File: src/rtl/ifetch_warp_select.sv
// Fetch-front warp selector: one PC per warp, round-robin pick of an
// eligible warp per cycle, registered valid/stall request to the L1I tag stage.
//
// Ports:
//   clk, reset_n            clock, asynchronous active-low reset
//   warp_enable             per-warp run enable
//   ift_stall               tag stage cannot accept; hold the request
//   miss_valid/_warp_idx/_pc  L1I miss: park warp, rewind its PC
//   fill_valid/_warp_idx    line fill done: wake warp
//   redirect_valid/_warp_idx/_pc  branch/rollback PC override
//   ift_valid/_warp_idx/_pc/_addr  registered fetch request
//
// Optional feature: define IFETCH_WARP_SELECT_PERF_EN to add the
// perf_fetch_count / perf_idle_count outputs.
module ifetch_warp_select #(
    parameter int          NUM_WARPS      = 4,
    parameter int          WARP_IDX_WIDTH = 2,
    parameter logic [31:0] RESET_ADDR     = 32'h0000_0000
) (
    input  logic                      clk,
    input  logic                      reset_n,
    input  logic [NUM_WARPS-1:0]      warp_enable,
    input  logic                      ift_stall,
    input  logic                      miss_valid,
    input  logic [WARP_IDX_WIDTH-1:0] miss_warp_idx,
    input  logic [31:0]               miss_pc,
    input  logic                      fill_valid,
    input  logic [WARP_IDX_WIDTH-1:0] fill_warp_idx,
    input  logic                      redirect_valid,
    input  logic [WARP_IDX_WIDTH-1:0] redirect_warp_idx,
    input  logic [31:0]               redirect_pc,
    output logic                      ift_valid,
    output logic [WARP_IDX_WIDTH-1:0] ift_warp_idx,
    output logic [31:0]               ift_pc,
    output logic [31:0]               ift_addr
`ifdef IFETCH_WARP_SELECT_PERF_EN
    ,
    output logic [31:0]               perf_fetch_count,
    output logic [31:0]               perf_idle_count
`endif
);

    logic [31:0]               pc_q [NUM_WARPS];
    logic [31:0]               pc_d [NUM_WARPS];
    logic [NUM_WARPS-1:0]      waiting_q, waiting_d;
    logic [WARP_IDX_WIDTH-1:0] rr_ptr_q, rr_ptr_d;
    logic                      ift_valid_q, ift_valid_d;
    logic [WARP_IDX_WIDTH-1:0] ift_warp_idx_q, ift_warp_idx_d;
    logic [31:0]               ift_pc_q, ift_pc_d;

    logic [NUM_WARPS-1:0]      eligible;
    logic                      grant_valid;
    logic [WARP_IDX_WIDTH-1:0] grant_idx;
    logic [WARP_IDX_WIDTH-1:0] cand;
    logic                      issue;
    logic                      idle;
    logic [31:0]               miss_pc_al;
    logic [31:0]               redirect_pc_al;

    assign miss_pc_al     = miss_pc & ~32'h3;
    assign redirect_pc_al = redirect_pc & ~32'h3;

    // A warp being missed or redirected this cycle has a stale PC; mask it.
    always_comb begin
        eligible = '0;
        for (int w = 0; w < NUM_WARPS; w++) begin
            eligible[w] = warp_enable[w] & ~waiting_q[w]
                & ~(miss_valid && (miss_warp_idx == WARP_IDX_WIDTH'(w)))
                & ~(redirect_valid && (redirect_warp_idx == WARP_IDX_WIDTH'(w)));
        end
    end

    // Round-robin: first eligible warp at or above rr_ptr, wrapping.
    always_comb begin
        grant_valid = 1'b0;
        grant_idx   = '0;
        cand        = '0;
        for (int i = 0; i < NUM_WARPS; i++) begin
            cand = rr_ptr_q + WARP_IDX_WIDTH'(i);
            if (!grant_valid && eligible[cand]) begin
                grant_valid = 1'b1;
                grant_idx   = cand;
            end
        end
    end

    assign issue = ~ift_stall & grant_valid;
    assign idle  = ~ift_stall & ~grant_valid;

    // Later assignments win: redirect > miss > increment on PC,
    // miss set > fill clear on waiting.
    always_comb begin
        pc_d           = pc_q;
        waiting_d      = waiting_q;
        rr_ptr_d       = rr_ptr_q;
        ift_valid_d    = ift_valid_q;
        ift_warp_idx_d = ift_warp_idx_q;
        ift_pc_d       = ift_pc_q;

        if (issue) begin
            ift_valid_d      = 1'b1;
            ift_warp_idx_d   = grant_idx;
            ift_pc_d         = pc_q[grant_idx];
            pc_d[grant_idx]  = pc_q[grant_idx] + 32'd4;
            rr_ptr_d         = grant_idx + 1'b1;
        end else if (idle) begin
            ift_valid_d = 1'b0;
        end

        if (fill_valid)
            waiting_d[fill_warp_idx] = 1'b0;
        if (miss_valid) begin
            waiting_d[miss_warp_idx] = 1'b1;
            pc_d[miss_warp_idx]      = miss_pc_al;
        end
        if (redirect_valid)
            pc_d[redirect_warp_idx] = redirect_pc_al;
    end

    always_ff @(posedge clk or negedge reset_n) begin
        if (!reset_n) begin
            for (int w = 0; w < NUM_WARPS; w++)
                pc_q[w] <= RESET_ADDR;
            waiting_q      <= '0;
            rr_ptr_q       <= '0;
            ift_valid_q    <= 1'b0;
            ift_warp_idx_q <= '0;
            ift_pc_q       <= RESET_ADDR;
        end else begin
            pc_q           <= pc_d;
            waiting_q      <= waiting_d;
            rr_ptr_q       <= rr_ptr_d;
            ift_valid_q    <= ift_valid_d;
            ift_warp_idx_q <= ift_warp_idx_d;
            ift_pc_q       <= ift_pc_d;
        end
    end

    assign ift_valid    = ift_valid_q;
    assign ift_warp_idx = ift_warp_idx_q;
    assign ift_pc       = ift_pc_q;
    assign ift_addr     = ift_pc_q;

`ifdef IFETCH_WARP_SELECT_PERF_EN
    logic [31:0] perf_fetch_q, perf_fetch_d;
    logic [31:0] perf_idle_q, perf_idle_d;

    always_comb begin
        perf_fetch_d = perf_fetch_q + {31'd0, issue};
        perf_idle_d  = perf_idle_q + {31'd0, idle};
    end

    always_ff @(posedge clk or negedge reset_n) begin
        if (!reset_n) begin
            perf_fetch_q <= '0;
            perf_idle_q  <= '0;
        end else begin
            perf_fetch_q <= perf_fetch_d;
            perf_idle_q  <= perf_idle_d;
        end
    end

    assign perf_fetch_count = perf_fetch_q;
    assign perf_idle_count  = perf_idle_q;
`endif

endmodule

File: config.mk
export PLATFORM = sky130hd
export DESIGN_NAME = ifetch_warp_select
export DESIGN_NICKNAME = d
export VERILOG_FILES = /design/src/rtl/ifetch_warp_select.sv
export SDC_FILE = /design/constraint.sdc
export NUM_CORES = 1
export LEC_CHECK = 0
export ABC_CLOCK_PERIOD_IN_PS = 5470
export CORE_ASPECT_RATIO = 1.4
export CORE_MARGIN = 4
export CORE_UTILIZATION = 30
export CTS_BUF_LIST = sky130_fd_sc_hd__clkbuf_16
export CTS_CLUSTER_SIZE = 28
export DETAILED_ROUTE_END_ITERATION = 12
export SLEW_MARGIN = 0
export SYNTH_ARGS = -nofsm -noshare
export SYNTH_HDL_FRONTEND = slang
export SYNTH_SLANG_ARGS = --single-unit
File: constraint.sdc
create_clock -name clk -period 5.47 [get_ports clk]
set_input_delay 0.8205 -clock clk [delete_from_list [all_inputs] [get_ports clk]]
set_output_delay 0.8205 -clock clk [all_outputs]
set_load 0.01 [all_outputs]
==> metrics.txt <==
# TYPE chip_impl_metric gauge
chip_impl_metric{name="critPathMaxStageDelay",unit="ns"} 0.65
chip_impl_metric{name="global_route.overflow_total",unit=""} 0
chip_impl_metric{name="via_count",unit=""} 11150
chip_impl_metric{name="clk-insertion-delay-late",unit="ns"} 0.46
chip_impl_metric{name="critical_path_arrival",unit="ns"} 5.25
chip_impl_metric{name="final.hold.worst_slack",unit="ns"} 0.4473
chip_impl_metric{name="crit_path_max_fanout",unit=""} 21
chip_impl_metric{name="grt_pass1_wl",unit="um"} 66180
chip_impl_metric{name="final-max-slew-violation-count",unit=""} 0
chip_impl_metric{name="detail_route.first_pass.iterations",unit=""} 6
chip_impl_metric{name="post-cts-setup-buffers",unit=""} 0
chip_impl_metric{name="p_leak",unit="nW"} 5.420
chip_impl_metric{name="syn_area",unit="um^2"} 10950
chip_impl_metric{name="floorplan.die_area",unit="um^2"} 39660
chip_impl_metric{name="final_count_of_negative_setup_slack_endpoints",unit=""} 0
chip_impl_info{name="cell_at_the_slowest_stage_of_the_critical_path",value="sky130_fd_sc_hd__clkdlybuf4s50_1"} 1
chip_impl_metric{name="postSynthNetCount",unit=""} 1446
chip_impl_metric{name="gp_routability_congestion",unit=""} 0.8933
chip_impl_metric{name="number_of_antenna_violations_at_the_first_check_in_global_routing",unit=""} 0
chip_impl_metric{name="pin_count_of_the_biggest_net_entering_global_routing",unit=""} 98
chip_impl_info{name="regToRegStartpoint",value="rr_ptr_q[1]"} 1
chip_impl_metric{name="setup_tns",unit="ns"} 0
chip_impl_metric{name="area_fraction_in_compound_gates_after_synthesis",unit="%"} 21.90
chip_impl_info{name="worst-setup-path-type",value="input port to flip-flop"} 1
chip_impl_metric{name="ant_nets",unit=""} 0
chip_impl_metric{name="placeableCoreArea",unit="um^2"} 35910
chip_impl_metric{name="max_freq",unit="MHz"} 203.8
chip_impl_metric{name="syn-mean-instance-area",unit="um^2"} 8.044
chip_impl_metric{name="maxCapViolCount",unit=""} 0
chip_impl_metric{name="clkSlewWorstSetupHoldPaths",unit="ns"} 0.07
chip_impl_metric{name="via_per_inst",unit=""} 5.775
chip_impl_metric{name="synthAdderAreaFrac",unit="%"} 0.5714
chip_impl_metric{name="synth_xor_xnor_area_share",unit="%"} 1.680
chip_impl_info{name="ctsRootBufferMaster",value="sky130_fd_sc_hd__clkbuf_16"} 1
chip_impl_metric{name="place.port_buffers",unit=""} 142
chip_impl_metric{name="fillers",unit=""} 3723
chip_impl_metric{name="cts.htree.levels",unit=""} 4
chip_impl_metric{name="cts_inserted_buffers",unit=""} 17
chip_impl_info{name="run_status",value="finished, final reports clean"} 1
chip_impl_info{name="setup.worst_path.end_class",value="flip-flop"} 1
chip_impl_metric{name="design.final.nets",unit=""} 1540
chip_impl_metric{name="cp.buffers_inverters",unit=""} 5
chip_impl_metric{name="timing.critical_path.required",unit="ns"} 5.81
chip_impl_metric{name="ys_warn_count",unit=""} 0
chip_impl_metric{name="vdd_ir_drop_max",unit="mV"} 0.2529
chip_impl_metric{name="grt_pass1_vias",unit=""} 10930
chip_impl_metric{name="flip_flop_and_latch_count_after_synthesis",unit=""} 169
chip_impl_metric{name="pin_count",unit=""} 147
chip_impl_metric{name="detailed_placer_s_ending_hpwl",unit="um"} 29660
chip_impl_metric{name="finalHoldViolations",unit=""} 0
chip_impl_metric{name="synthToLayoutAreaGrowth",unit="%"} 22.64
chip_impl_info{name="rsz0062_at_grt",value="false"} 1
chip_impl_metric{name="synth_edf_count",unit=""} 0
chip_impl_metric{name="floorplan.rows",unit=""} 82
chip_impl_metric{name="floorplan.initialDensity",unit="%"} 30.49
chip_impl_metric{name="clock_tree.buffer_depth",unit=""} 2
chip_impl_metric{name="slew_headroom",unit="%"} 23.93
chip_impl_metric{name="drt_initial_violations",unit=""} 1135
chip_impl_info{name="worst_path_dominant_cell_family",value="simple AND/OR/NAND/NOR gates"} 1
chip_impl_metric{name="cts.sinks",unit=""} 169
chip_impl_metric{name="ys_async_sr_fraction",unit="%"} 100.0
chip_impl_metric{name="synth_simple_gate_area_share",unit="%"} 23.78
chip_impl_metric{name="syn_inst",unit=""} 1361
chip_impl_metric{name="synthMuxAreaShare",unit="%"} 6.834
chip_impl_metric{name="gates_resized_cts_repair",unit=""} 0
chip_impl_info{name="postSynth.topFlopCell",value="sky130_fd_sc_hd__dfrtp_1"} 1
chip_impl_metric{name="final_layout_size_suffix_gt1_share",unit="%"} 9.877
chip_impl_metric{name="antennaDiodeCount",unit=""} 0
chip_impl_metric{name="cts_hold_buf",unit=""} 0
chip_impl_metric{name="power_density",unit="nW/um^2"} 447.8
chip_impl_info{name="cpMostUsedCell",value="sky130_fd_sc_hd__buf_4"} 1
chip_impl_metric{name="drc",unit=""} 0
chip_impl_metric{name="finalCritPeriodShare",unit="%"} 89.70
chip_impl_metric{name="dieWidth",unit="um"} 169.5
chip_impl_metric{name="finalWorstPathRequiredPeriod",unit="ns"} 4.906
chip_impl_metric{name="synth_sequential_area_ratio",unit="%"} 38.63
chip_impl_metric{name="tightest_slew",unit="ns"} 1.139
chip_impl_metric{name="routed_wirelength",unit="um"} 43940
chip_impl_metric{name="clock-skew-final",unit="ns"} 0.01296
chip_impl_info{name="crit_path_cell_trace",value="clkdlybuf4s50_1, or3b_2, nand3_1, a21oi_1, a211oi_4, buf_4, inv_2, buf_4, a2111oi_0, nand4_1, buf_4, nor4b_4, mux2i_1, o21ai_1"} 1
chip_impl_info{name="synth_top_family_by_area",value="simple AND/OR/NAND/NOR gates"} 1
chip_impl_info{name="worstSetupStartpointType",value="input port"} 1
chip_impl_info{name="timing.hold.worst.class",value="input port to async pin"} 1
chip_impl_metric{name="route.detailed.wl_per_inst",unit="um"} 22.77
chip_impl_metric{name="grt_usage",unit="%"} 21.91
chip_impl_info{name="critPathLaunch",value="redirect_valid"} 1
chip_impl_metric{name="die_h",unit="um"} 234.0
chip_impl_metric{name="synth_unique_cells",unit=""} 68
chip_impl_info{name="clock_tree_from_tritoncts",value="yes"} 1
-- area by class of cell --
| cell class | instances | area (um^2) | area share (%) |
|---|---|---|---|
| multi-input combinational | 1040 | 6021 | 44.84 |
| sequential | 169 | 4229 | 31.50 |
| timing repair buffer | 210 | 1958 | 14.58 |
| tap | 462 | 578.1 | 4.305 |
| clock buffer | 17 | 425.4 | 3.168 |
| clock inverter | 15 | 151.4 | 1.128 |
| inverter | 17 | 63.81 | 0.4753 |
-- synth_stat cells (3+ instances only) --
cell type | n | share of area [%]
sky130_fd_sc_hd__a22oi_1 | 20 | 1.4
sky130_fd_sc_hd__nor3_2 | 3 | 0.27
sky130_fd_sc_hd__a31oi_1 | 10 | 0.57
sky130_fd_sc_hd__mux2_2 | 6 | 0.62
sky130_fd_sc_hd__nand3b_1 | 6 | 0.41
sky130_fd_sc_hd__or3_1 | 7 | 0.40
sky130_fd_sc_hd__dfrtp_1 | 169 | 39
sky130_fd_sc_hd__a32o_1 | 4 | 0.37
sky130_fd_sc_hd__clkbuf_1 | 84 | 2.9
sky130_fd_sc_hd__inv_1 | 15 | 0.51
sky130_fd_sc_hd__nor4_1 | 5 | 0.29
sky130_fd_sc_hd__and2_1 | 6 | 0.34
sky130_fd_sc_hd__nand2_1 | 208 | 7.1
sky130_fd_sc_hd__a21oi_1 | 165 | 7.5
sky130_fd_sc_hd__buf_4 | 35 | 2.4
sky130_fd_sc_hd__mux2i_1 | 44 | 4.0
sky130_fd_sc_hd__o21ai_0 | 129 | 5.9
sky130_fd_sc_hd__a221oi_1 | 4 | 0.32
sky130_fd_sc_hd__xor2_1 | 5 | 0.40
sky130_fd_sc_hd__o211ai_1 | 10 | 0.69
sky130_fd_sc_hd__nor2_1 | 97 | 3.3
sky130_fd_sc_hd__and3b_1 | 4 | 0.32
sky130_fd_sc_hd__nand4_1 | 14 | 0.80
sky130_fd_sc_hd__a22o_1 | 4 | 0.32
sky130_fd_sc_hd__nor3b_1 | 3 | 0.21
sky130_fd_sc_hd__ha_1 | 5 | 0.57
sky130_fd_sc_hd__o221ai_1 | 3 | 0.24
sky130_fd_sc_hd__a21o_1 | 5 | 0.34
sky130_fd_sc_hd__mux4_2 | 10 | 2.1
sky130_fd_sc_hd__buf_2 | 5 | 0.23
sky130_fd_sc_hd__and3_1 | 19 | 1.1
sky130_fd_sc_hd__and4_1 | 4 | 0.32
sky130_fd_sc_hd__o21ai_1 | 7 | 0.32
sky130_fd_sc_hd__buf_1 | 9 | 0.31
sky130_fd_sc_hd__a211o_1 | 3 | 0.24
sky130_fd_sc_hd__nor3_1 | 45 | 2.1
sky130_fd_sc_hd__xnor2_1 | 16 | 1.3
sky130_fd_sc_hd__or4_1 | 3 | 0.21
sky130_fd_sc_hd__o31ai_1 | 3 | 0.21
sky130_fd_sc_hd__nand2b_1 | 6 | 0.34
sky130_fd_sc_hd__or2_2 | 3 | 0.17
sky130_fd_sc_hd__a211oi_1 | 31 | 2.1
sky130_fd_sc_hd__nand3_1 | 92 | 4.2
sky130_fd_sc_hd__a221o_1 | 4 | 0.37
-- path summary, 6_finish.rpt --
kind / to / slack (ns) / depth (start not counted)
worst min register to register: ift_warp_idx[1] / 0.48 / 2
worst max register to register: pc_q[61] / 1.26 / 12
worst max-delay path: pc_q[61] / 0.56 / 14
min in group clk: ift_warp_idx[1] / 0.48 / 2
max in group asynchronous: pc_q[98] / 3.87 / 2
worst min-delay path: ift_addr[27] / 0.45 / 1
-- worst reg2reg max path, cell delays in order, from the launching register on --
cell and delay, ns:
sky130_fd_sc_hd__dfrtp_1 0.45, sky130_fd_sc_hd__or4b_2 0.71, sky130_fd_sc_hd__o221ai_2 0.26, sky130_fd_sc_hd__nor2_4 0.11, sky130_fd_sc_hd__inv_2 0.31, sky130_fd_sc_hd__buf_4 0.29
sky130_fd_sc_hd__a211oi_1 0.12, sky130_fd_sc_hd__a2111oi_0 0.59, sky130_fd_sc_hd__nand4_1 0.22, sky130_fd_sc_hd__buf_4 0.21, sky130_fd_sc_hd__nor4b_4 0.48, sky130_fd_sc_hd__mux2i_1 0.25
sky130_fd_sc_hd__o21ai_1 0.10
-- metal layers --
layer,global-route usage [%],up-vias,wire length [um],part of all wire (%)
met4,10.34,0,1943,4.4
met1,26.23,5406,16790,38
li1,-,5059,-,-
met5,0,-,0,0
met2,38.34,549,22150,50
met3,3.524,131,3054,6.9
-- power breakdown --
part	switching [W]	total (W)	internal (W)
Clock	0.000595	0.00124	0.000645
Sequential	0.000278	0.00194	0.00167
Combinational	0.00159	0.00283	0.00123
-- per-stage QoR --
step	cells	util [%]	power, W	setup slack (ns)	instance area, um^2
2_1_floorplan	1361	-	0.003648	1.237	10950
3_3_place_gp	1898	35.78	0.004711	0.2119	12850
3_5_place_dp	1898	35.78	0.004762	0.1675	12850
4_1_cts	1930	37.39	0.006007	0.6353	13430
5_1_grt	1930	37.39	0.006374	0.3046	13430
6_report	1930	37.39	0.006012	0.5637	13430
-- cell families (layout without fill, tap and decap cells) --
logic type | count (synthesis) | count (layout)
fa+ha+maj | 5 | 5
flops | 169 | 169
mux | 61 | 61
buf+inv | 152 | 259
simple gates | 541 | 541
compound gates | 412 | 412
xor+xnor | 21 | 21
-- registers in the layout, summed over array words and instances, names as in the netlist --
| signal | cells |
|---|---|
| rr_ptr_q | 2 |
| pc_q | 128 |
| ift_valid | 1 |
| ift_addr | 32 |
| waiting_q | 4 |
| ift_warp_idx | 2 |
-- placed cells by master (no fill, tap or decap), drive strengths merged, types with 7 or more instances in the layout --
cell	Yosys	layout
nand2	208	208
dfrtp	169	169
a21oi	165	165
clkdlybuf4s50	0	141
o21ai	136	136
nor2	98	98
nand3	92	92
buf	51	69
nor3	48	48
mux2i	44	44
a211oi	31	31
inv	17	27
a22oi	20	20
and3	19	19
clkbuf	84	17
xnor2	16	16
nand4	14	14
mux4	10	10
o211ai	10	10
a31oi	10	10
or3	7	7
mux2	7	7
nor4	7	7
No activity file was read; power rests on OpenSTA's default activity.
